### src/rtl/codec_tdm_port_pkg.sv
// Shared audio frame constants for the codec TDM port, sysmgr and codec-control blocks.
package codec_tdm_port_pkg;

  localparam int unsigned N_CH      = 4;
  localparam int unsigned SLOT_BITS = 32;
  localparam int unsigned FRAME_LEN = 256;

  localparam int unsigned CNT_W  = $clog2(FRAME_LEN);
  localparam int unsigned SLOT_W = $clog2(N_CH);
  localparam int unsigned BIT_W  = $clog2(SLOT_BITS);

  typedef logic [CNT_W-1:0]  frame_cnt_t;
  typedef logic [SLOT_W-1:0] slot_idx_t;
  typedef logic [BIT_W-1:0]  bit_idx_t;

endpackage

### src/rtl/tdm_slot_shifter.sv
// Serialize/deserialize for the currently active TDM slot; time-shared across all slots.
module tdm_slot_shifter
  import codec_tdm_port_pkg::*;
#(
  parameter int unsigned W = 16
) (
  input  logic         clk_i,
  input  logic         rst_i,
  input  logic         tx_en_i,
  input  logic         rx_en_i,
  input  bit_idx_t     bit_idx_i,
  input  logic [W-1:0] tx_word_i,
  input  logic         sdin_i,
  input  logic [W-1:0] cap_i,
  output logic         sdout_o,
  output logic [W-1:0] cap_o,
  output logic         cap_we_o
);

  logic         in_sample;
  logic [W-1:0] tx_shifted;
  logic         sdout_q;

  always_comb begin
    in_sample  = 32'(bit_idx_i) < W;
    // MSB-first: the bit to send sits at the top after shifting left by the bit index.
    tx_shifted = tx_word_i << bit_idx_i;
    cap_o      = {cap_i[W-2:0], sdin_i};
    cap_we_o   = rx_en_i && in_sample;
  end

  always_ff @(posedge clk_i or posedge rst_i) begin
    if (rst_i) begin
      sdout_q <= 1'b0;
    end else if (tx_en_i) begin
      sdout_q <= in_sample & tx_shifted[W-1];
    end
  end

  assign sdout_o = sdout_q;

endmodule

### src/rtl/codec_tdm_port.sv
// Four-channel TDM audio codec port: BICK/LRCK generation, DAC serializer, ADC capture.
module codec_tdm_port
  import codec_tdm_port_pkg::*;
#(
  parameter int unsigned W = 16
) (
  input  logic         clk_256fs,
  input  logic         rst,
  input  logic [W-1:0] dac0,
  input  logic [W-1:0] dac1,
  input  logic [W-1:0] dac2,
  input  logic [W-1:0] dac3,
  output logic [W-1:0] adc0,
  output logic [W-1:0] adc1,
  output logic [W-1:0] adc2,
  output logic [W-1:0] adc3,
  output logic         sample_valid,
  output logic         bick,
  output logic         lrck,
  output logic         sdout,
  input  logic         sdin
);

  frame_cnt_t   cnt_q;
  logic         bick_q, lrck_q, sample_valid_q;
  logic [W-1:0] hold_q [N_CH];
  logic [W-1:0] cap_q  [N_CH];
  logic [W-1:0] adc_q  [N_CH];
  logic [W-1:0] dac_arr[N_CH];

  slot_idx_t    slot;
  bit_idx_t     bit_idx;
  logic         frame_end;
  logic [W-1:0] cur_tx, cur_cap, cap_next;
  logic         cap_we;

  always_comb begin
    slot       = cnt_q[CNT_W-1 -: SLOT_W];
    bit_idx    = cnt_q[BIT_W:1];
    frame_end  = (cnt_q == frame_cnt_t'(FRAME_LEN - 1));
    dac_arr[0] = dac0;
    dac_arr[1] = dac1;
    dac_arr[2] = dac2;
    dac_arr[3] = dac3;
    cur_tx     = hold_q[slot];
    cur_cap    = cap_q[slot];
  end

  tdm_slot_shifter #(
    .W (W)
  ) u_shifter (
    .clk_i     (clk_256fs),
    .rst_i     (rst),
    .tx_en_i   (~cnt_q[0]),
    .rx_en_i   (cnt_q[0]),
    .bit_idx_i (bit_idx),
    .tx_word_i (cur_tx),
    .sdin_i    (sdin),
    .cap_i     (cur_cap),
    .sdout_o   (sdout),
    .cap_o     (cap_next),
    .cap_we_o  (cap_we)
  );

  always_ff @(posedge clk_256fs or posedge rst) begin
    if (rst) begin
      cnt_q          <= '0;
      bick_q         <= 1'b0;
      lrck_q         <= 1'b0;
      sample_valid_q <= 1'b0;
      for (int unsigned i = 0; i < N_CH; i++) begin
        hold_q[i] <= '0;
        cap_q[i]  <= '0;
        adc_q[i]  <= '0;
      end
    end else begin
      cnt_q          <= cnt_q + frame_cnt_t'(1);
      bick_q         <= cnt_q[0];
      lrck_q         <= ~cnt_q[CNT_W-1];
      sample_valid_q <= frame_end;
      if (cap_we) begin
        cap_q[slot] <= cap_next;
      end
      if (frame_end) begin
        for (int unsigned i = 0; i < N_CH; i++) begin
          hold_q[i] <= dac_arr[i];
          // Forward a capture landing on this same edge so wide samples keep their last bit.
          adc_q[i]  <= (cap_we && slot == SLOT_W'(i)) ? cap_next : cap_q[i];
        end
      end
    end
  end

  assign bick         = bick_q;
  assign lrck         = lrck_q;
  assign sample_valid = sample_valid_q;
  assign adc0         = adc_q[0];
  assign adc1         = adc_q[1];
  assign adc2         = adc_q[2];
  assign adc3         = adc_q[3];

endmodule
### config.mk
export PLATFORM = sky130hd
export DESIGN_NAME = codec_tdm_port
export DESIGN_NICKNAME = d
export VERILOG_FILES = /design/src/rtl/codec_tdm_port_pkg.sv /design/src/rtl/tdm_slot_shifter.sv /design/src/rtl/codec_tdm_port.sv
export SDC_FILE = /design/constraint.sdc
export NUM_CORES = 1
export LEC_CHECK = 0
export BUFFER_PORTS_ARGS = -buffer_cell sky130_fd_sc_hd__clkbuf_2
export CORE_MARGIN = 4
export CORE_UTILIZATION = 61
export DETAILED_ROUTE_END_ITERATION = 7
export PLACE_DENSITY_LB_ADDON = 0.08
export SYNTH_ARGS = -nofsm -noshare
export SYNTH_HDL_FRONTEND = slang
export SYNTH_SLANG_ARGS = --single-unit
### constraint.sdc
create_clock -name clk_256fs -period 10.3 [get_ports clk_256fs]
set_input_delay 2.06 -clock clk_256fs [delete_from_list [all_inputs] [get_ports clk_256fs]]
set_output_delay 2.06 -clock clk_256fs [all_outputs]
set_load 0.01 [all_outputs]
=== Word-level counts from Yosys, hierarchy flattened ===
Cells that the tools add are included.

* Register bits after elaboration: 204
* Bits in latches: 0
* Memory bits (writable): 0
* Bits in read-only memories: 0
* Input port bits: 67
* Output and inout port bits: 68
* Word-level logic and storage cells: 49
* Memories kept: 0

* Add/sub/neg operators: 1
* Multipliers: 0
* Div/mod/pow operators: 0
* $lt $le $gt $ge: 3
* Eq/ne operators: 4
* Shift-type cells: 1
* Muxes and demuxes: 13
* Bitwise logic cells: 3
* Reduce and logical (&&, ||, !) cells: 7

{| class="wikitable"
|+ Operators with widths
! cell !! count
|-
| $mux 16 || 7
|-
| $bmux 16 s2 || 2
|-
| $bwmux 64 || 1
|-
| $demux 16 s2 || 1
|-
| $mux 15 || 2
|-
| $shl 16x5->16 || 1
|-
| $add 8x1->8 const B || 1
|-
| $eq 8x8->1 const B || 1
|-
| $logic_and 1x1->1 || 6
|-
| $lt 5x5->1 const B || 1
|-
| $eq 2x2->1 const B || 2
|-
| $ge 3x3->1 const B || 1
|-
| $lt 3x1->1 const B || 1
|-
| $not 2->3 || 1
|-
| $eq 2x1->1 const B || 1
|-
| $logic_not 2->1 || 1
|-
| $and 1x1->1 || 1
|-
| $not 1->1 || 1
|}

=== Depth between registers and ports, before layout ===
Gate-level depths: netlist of run 1.

* Depth in word-level cells: 6
* Gate-level depth with buffers: 7
* Depth with buffers taken out: 5

=== Cells and area by module ===
A second synthesis of run 1 with hierarchy kept.

* Cells, all modules: 527
* Area, all modules: 8997.4 µm²

{| class="wikitable"
|+ Modules (own cells, without submodules)
! module !! instances !! cells an instance !! area an instance (µm²) !! sequential area each (µm²)
|-
| codec_tdm_port || 1 || 494 || 8672.1 || 5079.9
|-
| tdm_slot_shifter || 1 || 33 || 325.3 || 25.0
|}

=== Worst setup path after synthesis of run 1 ===
Ideal clock, no wire load.

* Path kind: input -> register
* Start point: input port sdin
* End point: register adc_q, in the netlist adc3[0]
* Setup time: 0.125 ns
* Arrival time: 2.561 ns
* Data required time: 10.175 ns
* Slack: 7.614 ns
* Cell stages on the path: 2
* Path buffers: 0
* Cells stage by stage: mux2_4 mux2_4

* Cells in the longest elaborated chain, start to end: 1

{| class="wikitable"
|+ RTL lines
! element !! RTL line !! text
|-
| start: declaration || codec_tdm_port.sv:21 || <nowiki>input logic sdin</nowiki>
|-
| $mux 16 || codec_tdm_port.sv:88 || <nowiki>adc_q[i] <= (cap_we && slot == SLOT_W'(i)) ? cap_next : cap_q[i];</nowiki>
|-
| end signal: indexed assignment || codec_tdm_port.sv:88 ||
|-
| end: declaration || codec_tdm_port.sv:28 || <nowiki>logic [W-1:0] adc_q [N_CH];</nowiki>
|}

No other way between the ends.
A chain may end at the register's enable or synchronous reset.

==> run summary, run 1 <==
Status: completed
Period minus WS final: 3.31 ns
Setup Fix Bufs, Post-CTS: 0
Post-synthesis mux area share: 31.1%
Clock Tree Buf Depth: 3
Max VDD drop: 0.117 mV
Ys async rst share: 100%
Clock slew at reported path FFs: 0.06 ns
Max-cap violations: 0
Unrepaired setup endpoints after global routing: no
Post-Syn Nets: 568
Worst hold slack: 0.481 ns
CP max stage delay: 0.94 ns
Netlist cell types: 37
Hold endpoint: hold_q[13]
PwrDens: 159 nW/um2
Row count: 42
CP cell instances: clkbuf_2 > inv_8 > buf_4
Total gr overflow: 0
CP max stage cell: buf_4
Pin count of the biggest net entering global routing: 115
Antenna Nets Post-Route: 0
Yosys reg bits: 204
Buffers added on ports: 134
CTS tree: built
Worst R2R Path Depth: 4
Compound-Gate Fraction of Synth Area: 1.38%
Post-detailed-route DRC marker count: 0
Setup Skew: 0.00885 ns
Largest family of logic cells by synthesized area: multiplexers
DP HPWL: 9940 um
Mapped cell area: 8330 um2
CTS resizes: 0
Rel. slew slack: 24.8%
Post-synthesis sequential area ratio: 61.3%
Initial Util: 62.6%
Via density: 5.40
Die height: 125 um
Commonest non-fill, non-tap cells in the layout: 204 x dfrtp_1, 166 x mux2_2, 134 x clkbuf_2
Min-delay src: hold_q[13]
CP Capture Type: async pin
Area Overhead vs Synth: 16.2%
Synth Area in XOR/XNOR: 0.631%
Post-synthesis adder-cell area fraction: 0.150%
Reg2reg end: adc1[12]
Final WL: 14700 um
Hold buffer count at cts: 0
Critical Path RT: 10.73 ns
CTS sink cnt: 204
Num CTS Buffers: 21
DR WL/cell: 17.9 um
RD Place Congestion: 0.753
First-pass GRT wire length: 24900 um
Synth Instances: 500
Filler cell count: 855
Most common cell after layout, fill and taps aside: dfrtp_1
Crit start category: input port
WP data arrival: 3.74 ns
Worst Hold Class: register to register
Final Setup Violations: 0
DRT iter0 DRCs: 209
Period utilization: 32.1%
Total number of vias: 4446
Worst R2R Start: cnt_q[7]
Worst Tran Pin Value: 1.13 ns
DP Worst Slack: 6.38 ns
CP max FO: 114
Post-synth EDFFs: 0
Number of global-route vias before repair: 4939
Core area: 13300 um2
P_leak: 0.00498 uW
Final net count: 703
Synthesis Warnings: 0
Max Slew Vio Count: 0
Mean Syn Cell Area: 16.7 um2
Die area: 15600 um2
Worst setup margin: 6.99 ns
Worst skew pair latency: 0.48 ns
Total track usage: 19.3%
Share of post-route cells with drive strength above 1: 57.4%
Antenna cell count: 0
Initial DRT Pass Iterations: 4
Dominant synthesized flop cell: dfrtp_1
Final setup TNS: 0 ns
Simple-gate portion of the synthesized area: 2.31%
Setup CP Type: input port to async pin
Flop2flop setup slack: 7.32 ns
Fin. Hold Viols: 0
Worst hold stages: 1
Die W: 125 um
Fmax: 0.302 GHz
Root Driver: clkbuf_16
H-tree lvl count: 1
Initial antenna violation count: 0
Ports: 135
-- worst max-delay path, delay by kind of cell --
family | cells | cell delay [ns]
buffers and inverters | 3 | 1.59
-- final cells by class --
class	count	area (um2)	share of cell area [%]
flip-flops and latches	204	5100	52.8
well taps	176	220	2.28
clock buffers	34	634	6.56
clock inverters	2	13.8	0.142
repair buffers	140	716	7.40
multi-input cells	265	2970	30.7
inverters	3	18.8	0.194
-- per-layer routing --
metal	global-route usage [%]	routed length [um]
met2	32.5	7300
met1	25.9	6430
met5	0	0
met3	4.63	845
met4	3.95	163
-- cells by family after synthesis --
logic type / count (synthesis)
multiplexers: 213
AO/OA/AOI/OAI: 14
flip-flops: 204
AND/OR/NAND/NOR: 31
XOR/XNOR: 6
buffers and inverters: 31
adder cells (fa/ha/maj): 1
-- power breakdown --
| group | internal [uW] | leakage [uW] | switching, uW | total, uW |
|---|---|---|---|---|
| Combinational | 12.0 | 0.00187 | 20.9 | 32.9 |
| Clock | 419 | 0.000319 | 283 | 703 |
| Sequential | 805 | 0.00279 | 1.57 | 807 |
| Total | 1240 | 0.00498 | 306 | 1540 |
-- worst max-delay path by stage --
stage,from,end,cells past startpoint
2_1_floorplan,rst,adc0[0],1
3_3_place_gp,rst,adc1[8],3
3_5_place_dp,rst,cap_q[39],3
4_1_cts,rst,hold_q[6],3
5_1_grt,rst,hold_q[6],3
6_report,rst,hold_q[0],3
-- state kept, by name, indices dropped and copies added (netlist names) --
register	count
cap_q	64
hold_q	64
adc0	16
adc1	16
adc2	16
adc3	16
cnt_q	8
bick	1
lrck	1
sample_valid	1
u_shifter.sdout_o	1
-- through the flow --
stage               area [um2]  std cells  util [%]  total power, uW
global route              9670        824      72.8             1600
finish                    9670        824      72.8             1540
detailed placement        9020        788      67.9              855
global placement          9020        788      67.9              854
floorplan                 8330        500         -              836
CTS                       9670        824      72.8             1560
-- cells in the mapped netlist (2+ instances only) --
master       n  area [um2]
dfrtp_1    204        5100
mux2_2     166        1870
mux2_4      20         300
buf_6       12         135
mux4_2      11         248
buf_4       10        75.1
mux2_1       8        90.1
mux2i_1      8        80.1
nand3_1      6        30.0
buf_2        5        25.0
nand2_1      5        18.8
nor2b_1      4        25.0
xnor2_1      4        35.0
a2111oi_0    3        26.3
inv_1        3        11.3
a22o_1       2        17.5
a311o_1      2        20.0
and2_0       2        12.5
nand2b_1     2        12.5
nor3_1       2        10.0
nor3_2       2        20.0
o311ai_1     2        17.5
or2_1        2        12.5
xor2_1       2        17.5
(Power assumes the default switching activity.)
==> run 2, diff against run 1 <==
--- a/config.mk
+++ b/config.mk
@@ -7,7 +7,7 @@
 export LEC_CHECK = 0
 export BUFFER_PORTS_ARGS = -buffer_cell sky130_fd_sc_hd__clkbuf_2
 export CORE_MARGIN = 4
-export CORE_UTILIZATION = 61
+export CORE_UTILIZATION = 51
 export DETAILED_ROUTE_END_ITERATION = 7
 export PLACE_DENSITY_LB_ADDON = 0.08
 export SYNTH_ARGS = -nofsm -noshare
==> constraint.sdc (replaced) <==
create_clock -name clk_256fs -period 2.8 [get_ports clk_256fs]
set_input_delay 0.56 -clock clk_256fs [delete_from_list [all_inputs] [get_ports clk_256fs]]
set_output_delay 0.56 -clock clk_256fs [all_outputs]
set_load 0.01 [all_outputs]
==> run summary, run 2 (same netlist as run 1, synthesis figures left out) <==
Status: completed
Total gr overflow: 0
First-pass GRT wire length: 25400 um
Row count: 46
CP Buf/Inv Count: 1
P_leak: 0.00505 uW
Num CTS Buffers: 22
Die area: 18400 um2
Area Overhead vs Synth: 18.5%
CP max stage delay: 0.51 ns
Initial antenna violation count: 0
Most common cell after layout, fill and taps aside: dfrtp_1
Core area: 15900 um2
CP Capture Type: register
Commonest non-fill, non-tap cells in the layout: 204 x dfrtp_1, 166 x mux2_2, 134 x clkbuf_2
CP max stage cell: dfrtp_1
CP cell instances: ha_1 > nand3_1 > or2_1 > nor2_4 > buf_12 > mux2_2
DR WL/cell: 17.8 um
Ports: 135
Antenna cell count: 0
Worst R2R Start: cnt_q[0]
Setup Fix Bufs, Post-CTS: 0
Pin count of the biggest net entering global routing: 123
Total track usage: 17.1%
Hold buffer count at cts: 0
Die W: 136 um
Period minus WS final: 2.25 ns
Max VDD drop: 0.502 mV
Share of post-route cells with drive strength above 1: 58.3%
Final net count: 709
CTS tree: built
CP max FO: 80
Number of global-route vias before repair: 4989
Root Driver: clkbuf_16
Cell family with most CP delay: simple AND/OR/NAND/NOR gates
CTS sink cnt: 204
RD Place Congestion: 0.750
Worst Tran Pin Value: 0.944 ns
Max-cap violations: 0
Final Setup Violations: 0
DRT iter0 DRCs: 183
Top Registers: cap_q x64, hold_q x64
Initial DRT Pass Iterations: 4
Post-detailed-route DRC marker count: 0
DP Worst Slack: 0.517 ns
DP HPWL: 10300 um
Fin. Hold Viols: 0
H-tree lvl count: 1
Setup CP Type: register to register
Die height: 136 um
PwrDens: 596 nW/um2
Max Slew Vio Count: 0
Worst setup margin: 0.549 ns
Unrepaired setup endpoints after global routing: no
Crit start category: register
CTS resizes: 0
Rel. slew slack: 37.1%
Critical Path RT: 3.17 ns
Worst skew pair latency: 0.49 ns
Antenna Nets Post-Route: 0
Via density: 5.13
Total number of vias: 4476
Crit path launch: cnt_q[0]
Worst Hold Class: input port to async pin
Fmax: 0.444 GHz
Clock slew at reported path FFs: 0.06 ns
Filler cell count: 1240
Clock Tree Buf Depth: 3
Initial Util: 52.2%
Setup Skew: 0.00734 ns
Period utilization: 80.4%
WP data arrival: 2.62 ns
Final WL: 15500 um
Buffers added on ports: 134
Final setup TNS: 0 ns
## run 2: changes by cell type in the layout (fill, tap and decap cells not counted), sizes merged
| cell | before | now |
|---|---|---|
| buf | 6 | 11 |
| clkbuf | 168 | 165 |
| clkinv | 1 | 7 |
| clkinvlp | 0 | 1 |
| inv | 4 | 3 |
| bufinv | 0 | 1 |
## run 2: power breakdown
group	internal, uW	switching (uW)
combinational	48.7	77.0
clock	1680	1110
sequential	2960	5.56
total	4690	1190
## run 2: final timing paths
check	endpoint	slack, ns	cells after the start
worst max register to register	adc2[1]	0.55	6
worst min register to register	hold_q[40]	0.48	1
min in group clk_256fs	hold_q[40]	0.29	2
worst min-delay path	adc3[3]	0.19	3
max in group asynchronous	adc1[15]	2.02	3
worst max-delay path	adc2[1]	0.55	6
## run 2: cell type report
cell class / count / area (um2) / area share (%)
Sequential cell: 204 / 5100 / 51.7
Multi-Input combinational cell: 265 / 2970 / 30.0
Timing Repair Buffer: 145 / 803 / 8.14
Clock buffer: 31 / 636 / 6.44
Tap cell: 216 / 270 / 2.74
Clock inverter: 9 / 73.8 / 0.748
Inverter: 3 / 15.0 / 0.152
## run 2: worst register-to-register path, stage by stage (launching register included)
cell and delay (ns):
dfrtp_1 0.51, ha_1 0.27, nand3_1 0.08, or2_1 0.28, nor2_4 0.16, buf_12 0.36
mux2_2 0.48
## run 2: routing by layer
| layer | global-route usage [%] | up-vias | part of all wire, % |
|---|---|---|---|
| met1 | 23.1 | 2275 | 44 |
| li1 | - | 2080 | - |
| met5 | 0 | - | 0 |
| met4 | 3.70 | 0 | 1.3 |
| met3 | 3.71 | 17 | 5.6 |
| met2 | 28.7 | 104 | 49 |
## run 2: metrics by stage
stage | cells | cell area [um2] | power [uW] | util, % | hold WS [ns]
3_3_place_gp | 833 | 9160 | 3150 | 57.4 | 0.468
4_1_cts | 873 | 9870 | 5980 | 61.9 | 0.206
3_5_place_dp | 833 | 9160 | 3150 | 57.4 | 0.475
6_report | 873 | 9870 | 5880 | 61.9 | 0.193
2_1_floorplan | 500 | 8330 | 3080 | - | 0.451
5_1_grt | 873 | 9870 | 6120 | 61.9 | 0.232
